`src/rtl/core_pipe_dispatch.sv`:
```
// ============================================================================
// Module   : core_pipe_dispatch
// Purpose  : Decode-to-execute pipeline register with RAW hazard stall and
//            control-flow flush. Optional macro CORE_DISPATCH_FWD_EN enables
//            writeback-to-dispatch operand forwarding.
// Revision : 1.0 - initial release
// ============================================================================
`default_nettype none

module core_pipe_dispatch #(
    parameter int XL         = 31,
    parameter int REG_ADDR_R = 4,
    parameter int ALU_OP_R   = 5,
    parameter int LSU_OP_R   = 7,
    parameter int MDU_OP_R   = 3,
    parameter int CSR_OP_R   = 2,
    parameter int CFU_OP_R   = 2
) (
    input  logic                  g_clk,
    input  logic                  g_resetn,
    input  logic                  s1_valid,
    output logic                  s1_ready,
    input  logic [XL:0]           s1_pc,
    input  logic [XL:0]           s1_opr_a,
    input  logic [XL:0]           s1_opr_b,
    input  logic [XL:0]           s1_opr_c,
    input  logic [REG_ADDR_R:0]   s1_rs1,
    input  logic [REG_ADDR_R:0]   s1_rs2,
    input  logic                  s1_rs1_en,
    input  logic                  s1_rs2_en,
    input  logic                  s1_fwd_a,
    input  logic                  s1_fwd_b,
    input  logic                  s1_fwd_c,
    input  logic [REG_ADDR_R:0]   s1_rd,
    input  logic                  s1_rd_en,
    input  logic [ALU_OP_R:0]     s1_alu_op,
    input  logic [LSU_OP_R:0]     s1_lsu_op,
    input  logic [MDU_OP_R:0]     s1_mdu_op,
    input  logic [CSR_OP_R:0]     s1_csr_op,
    input  logic [CFU_OP_R:0]     s1_cfu_op,
    input  logic                  s1_op_w,
    input  logic [31:0]           s1_instr,
    output logic                  s2_valid,
    input  logic                  s2_ready,
    output logic [XL:0]           s2_pc,
    output logic [XL:0]           s2_opr_a,
    output logic [XL:0]           s2_opr_b,
    output logic [XL:0]           s2_opr_c,
    output logic [REG_ADDR_R:0]   s2_rd,
    output logic                  s2_rd_en,
    output logic [ALU_OP_R:0]     s2_alu_op,
    output logic [LSU_OP_R:0]     s2_lsu_op,
    output logic [MDU_OP_R:0]     s2_mdu_op,
    output logic [CSR_OP_R:0]     s2_csr_op,
    output logic [CFU_OP_R:0]     s2_cfu_op,
    output logic                  s2_op_w,
    output logic [31:0]           s2_instr,
    input  logic                  wb_wen,
    input  logic [REG_ADDR_R:0]   wb_addr,
    input  logic [XL:0]           wb_wdata,
    input  logic                  cf_flush
);

    localparam int c_BUNDLE_W = 4 * (XL + 1) + (REG_ADDR_R + 1) + 1
                              + (ALU_OP_R + 1) + (LSU_OP_R + 1) + (MDU_OP_R + 1)
                              + (CSR_OP_R + 1) + (CFU_OP_R + 1) + 1 + 32;

    logic                  s2_valid_q, s2_valid_d;
    logic                  wb_pend_q, wb_pend_d;
    logic [c_BUNDLE_W-1:0] bundle_q, bundle_d;

    logic        load_en;
    logic        rs1_hit;
    logic        rs2_hit;
    logic        raw_hazard;
    logic        wb_match;
    logic        fwd_hit;
    logic        hazard;
    logic        capture;
    logic [XL:0] opr_a_in;
    logic [XL:0] opr_b_in;
    logic [XL:0] opr_c_in;

    assign {s2_pc, s2_opr_a, s2_opr_b, s2_opr_c, s2_rd, s2_rd_en, s2_alu_op,
            s2_lsu_op, s2_mdu_op, s2_csr_op, s2_cfu_op, s2_op_w, s2_instr} = bundle_q;
    assign s2_valid = s2_valid_q;

    assign load_en    = !s2_valid_q || s2_ready;
    assign rs1_hit    = s1_rs1_en && (s1_rs1 == s2_rd);
    assign rs2_hit    = s1_rs2_en && (s1_rs2 == s2_rd);
    // wb_pend is only ever set for rd != x0, so x0 sources can never stall.
    assign raw_hazard = s1_valid && wb_pend_q && (rs1_hit || rs2_hit);
    assign wb_match   = wb_wen && (wb_addr == s2_rd);

`ifdef CORE_DISPATCH_FWD_EN
    assign fwd_hit = raw_hazard && wb_match;
`else
    assign fwd_hit = 1'b0;
`endif

    assign hazard   = raw_hazard && !fwd_hit;
    assign capture  = load_en && !cf_flush && s1_valid && !hazard;
    assign s1_ready = g_resetn && (cf_flush || (load_en && !hazard));

    assign opr_a_in = (fwd_hit && s1_fwd_a && rs1_hit) ? wb_wdata : s1_opr_a;
    assign opr_b_in = (fwd_hit && s1_fwd_b && rs2_hit) ? wb_wdata : s1_opr_b;
    assign opr_c_in = (fwd_hit && s1_fwd_c && rs2_hit) ? wb_wdata : s1_opr_c;

    always_comb begin
        s2_valid_d = s2_valid_q;
        wb_pend_d  = wb_pend_q;
        bundle_d   = bundle_q;
        if (load_en) begin
            // Slot either reloads or empties; the pending write tracks the new occupant.
            s2_valid_d = capture;
            wb_pend_d  = capture && s1_rd_en && (s1_rd != '0);
        end else if (wb_match) begin
            wb_pend_d = 1'b0;
        end
        if (capture) begin
            bundle_d = {s1_pc, opr_a_in, opr_b_in, opr_c_in, s1_rd, s1_rd_en, s1_alu_op,
                        s1_lsu_op, s1_mdu_op, s1_csr_op, s1_cfu_op, s1_op_w, s1_instr};
        end
    end

    always_ff @(posedge g_clk or negedge g_resetn) begin
        if (!g_resetn) begin
            s2_valid_q <= 1'b0;
            wb_pend_q  <= 1'b0;
            bundle_q   <= '0;
        end else begin
            s2_valid_q <= s2_valid_d;
            wb_pend_q  <= wb_pend_d;
            bundle_q   <= bundle_d;
        end
    end

endmodule

`default_nettype wire

```
`config.mk`:
```
export PLATFORM = sky130hd
export DESIGN_NAME = core_pipe_dispatch
export DESIGN_NICKNAME = d
export VERILOG_FILES = /design/src/rtl/core_pipe_dispatch.sv
export SDC_FILE = /design/constraint.sdc
export NUM_CORES = 1
export LEC_CHECK = 0
export ABC_AREA = 1
export ABC_CLOCK_PERIOD_IN_PS = 1800
export CAP_MARGIN = 15
export CORE_AREA = 2 2 174 176
export DETAILED_ROUTE_END_ITERATION = 8
export DIE_AREA = 0 0 176 178
export GPL_TIMING_DRIVEN = 0
export PLACE_DENSITY = 0.57
export SLEW_MARGIN = 10
export SYNTH_ARGS = -nofsm -noshare
export SYNTH_HDL_FRONTEND = slang
export SYNTH_SLANG_ARGS = --single-unit
```
`constraint.sdc`:
```
create_clock -name g_clk -period 1.8 [get_ports g_clk]
set_input_delay 0.27 -clock g_clk [delete_from_list [all_inputs] [get_ports g_clk]]
set_output_delay 0.27 -clock g_clk [all_outputs]
set_load 0.05 [all_outputs]
```
==> metrics.txt <==
Tot GR Track Use=18.7%; area share of and/or/nand/nor cells after synthesis=32.9%; via/cell ratio=4.38; r2r setup slk=0.08 ns; largest family of logic cells by synthesized area=simple AND/OR/NAND/NOR gates; Post-Route WL=29.2 mm; max_slew headroom=49.5%; vias in the first global route=7,775; Syn. warnings=0; antenna violations before repair=0; Layout area overhead=66.6%; CTS root buffer=clkbuf_16; Synth top area share=60.8%; number of flops mapped to enable cells by yosys=0; Post-synth top cells=nand2_1 (419), nand3_1 (195), dfrtp_1 (193); first-pass GRT wire length=45.0 mm; post-synthesis sequential area ratio=60.8%; Least-Margin Pin Slew=0.757 ns; Worst IR Drop VDD=0.653 mV; WP data required=1.53 ns; most common cell in the synthesized netlist=nand2_1; post-synthesis xor/xnor area fraction=0.221%; Synth area leader=dfrtp_1; largest net degree at the start of global routing=101; Final Max Slew Viols=0; status=complete, but fails checks; antenna fix cells=0; GR Overflow Total=0; Mean Syn Cell Area=8.70 sq um; # IOs=442; CP Capture Type=primary output; Critical R2R Launch=bundle_q[61]; Final Hold Violating Endpoints=93; number of port buffers=406; leakage=7.00 nW; Core Area=29,400 sq um; unrepaired setup endpoints after global routing=true; Critical Path Start=bundle_q[61]; synth unique cells=17; Main synth FF type=dfrtp_1; post-route minimum period=2.01 ns; Remaining DRCs=0; Post-Synth Adder-Cell Area=0%; period utilization=112%; Setup Viol. Count Final=1; total CTS buffers=17; die width=176 um; compound-cell area share of the yosys netlist=0.347%; Setup TNS Final=-0.210 ns; initial cell density of the core=27.0%; #FFs+latches synth=193; Hold Worst Slack=-0.153 ns; First DRT Iteration DRCs=329; Synth Cell Area=7940 sq um; clk buf depth=2; num rows=63; worst r2r path cells=12; Power Density=1110 nW/um^2; share of cells above drive strength 1=9.32%; Fillers=2,945; asr flop ratio synth=100%; Post-Place Setup Slack=-1.04 ns; H-tree Lvls=4; Final ANT Viol Nets=0; fin worst setup slack=-0.210 ns; CP arrival=1.74 ns; clock skew=0.0142 ns; die height=178 um; crit path max fanout=4; first-pass detailed-route iteration total=4; failing checks=hold timing, setup timing; later-pin clock latency in the skew report=0.43 ns; mean routed wirelength per cell=16.6 um; post-synthesis cell count=913; maxcap violations=0; HP Class=primary input to async pin; CTS tree=yes; Syn Nets=1,162; crit path to=s1_ready; Worst setup SP type=flop; die footprint=31,300 sq um; gpl congestion=0.774; critical path type=flop to primary output; FMAX=497 MHz; dpl hpwl=21.7 mm; fin nets=1,602; via count=7,685; post-synthesis mux area share=0%; top cells by area, synth=dfrtp_1 (61%), nand2_1 (20%), nand3_1 (12%); Clk pin slew, worst setup/hold paths=0.07 ns; clk sinks=193; Worst R2R End=bundle_q[67]
cell families after synthesis:
logic type / after synthesis
compound gates: 5
flops: 193
simple gates: 630
xor+xnor: 2
buf+inv: 83
report_power, final:
part | leakage (nW) | internal, W | switching [W]
Clock | 0.278 | 0.00221 | 0.00174
Sequential | 2.39 | 0.00504 | 0.000377
Combinational | 4.33 | 0.00157 | 0.00377
Total | 7.00 | 0.00882 | 0.00588
worst max-delay path, stage by stage, from the launching register on:
cell and delay (ns):
dfrtp_2 0.44, inv_2 0.09, nand2_1 0.05, nand2_1 0.07, nor2_2 0.05, nand3_2 0.05, nand2_2 0.07, nand2_4 0.07
buf_12 0.10, nand2_4 0.04, a21oi_4 0.12, buf_8 0.16
state kept, by name, summed over array words and instances, names as in the netlist:
register and flops:
bundle_q 191, s2_valid 1, wb_pend_q 1
per-stage QoR:
stage | util, % | cells | power (W) | area [sq um]
floorplan | - | 913 | 0.00885 | 7970
global placement | 42.6 | 1709 | 0.0113 | 12500
detailed placement | 42.7 | 1710 | 0.0113 | 12500
CTS | 44.3 | 1748 | 0.0148 | 13000
global route | 45.0 | 1753 | 0.0154 | 13200
finish | 45.0 | 1753 | 0.0147 | 13200
routing by layer:
layer	share of wire, %	global-route usage [%]	routed length, um
met5	0	0	0
met4	1.8	5.99	517
met3	10	7.23	2930
met2	47	30.8	13600
met1	42	22.7	12100
cell usage in the layout, fill, tap and decap left out:
cell	instances
buf_16	1
inv_2	4
nand3_1	194
clkbuf_2	6
nor2_1	10
buf_12	3
buf_8	6
inv_1	16
nand2_1	414
buf_4	21
clkbuf_4	3
o21ai_0	2
clkinv_2	1
nor2_2	3
nand2_8	1
nand2_4	2
bufinv_16	3
a21oi_4	1
dlygate4sd2_1	188
nor3_1	1
clkbuf_8	1
xor2_1	2
clkinv_4	3
dfrtp_1	188
buf_2	20
a21oi_1	1
clkdlybuf4s15_1	3
clkdlybuf4s50_1	212
clkinvlp_4	2
nand4_1	1
clkbuf_16	18
a211oi_1	1
nand3_2	1
clkbuf_1	3
buf_6	19
dfrtp_2	5
nand2_2	3
how the worst min path moves through the flow:
stage	startpoint	endpoint	slack [ns]	depth (start not counted)
finish	g_resetn	bundle_q[117]	-0.15	1
global route	g_resetn	bundle_q[120]	-0.11	1
CTS	g_resetn	bundle_q[117]	-0.14	1
detailed placement	g_resetn	bundle_q[152]	0.34	1
global placement	bundle_q[177]	bundle_q[177]	0.45	2
floorplan	g_resetn	bundle_q[0]	-0.03	0
timing repair:
action,CTS,global route
gates cloned,0,1
setup buffers,9,4
pin swaps,6,3
endpoints found under the setup margin,373,193
gates resized for setup,229,61
endpoints found under the hold margin,93,93
final cells by class:
type,instances,area [sq um],area share [%]
Buffer,63,546,4.12
Clock inverter,9,136,1.03
Inverter,20,75.1,0.567
Multi-Input combinational cell,637,2720,20.6
Sequential cell,193,4840,36.5
Tap cell,390,488,3.69
Timing Repair Buffer,421,3980,30.1
Clock buffer,20,447,3.38
(Power assumes the default switching activity.)
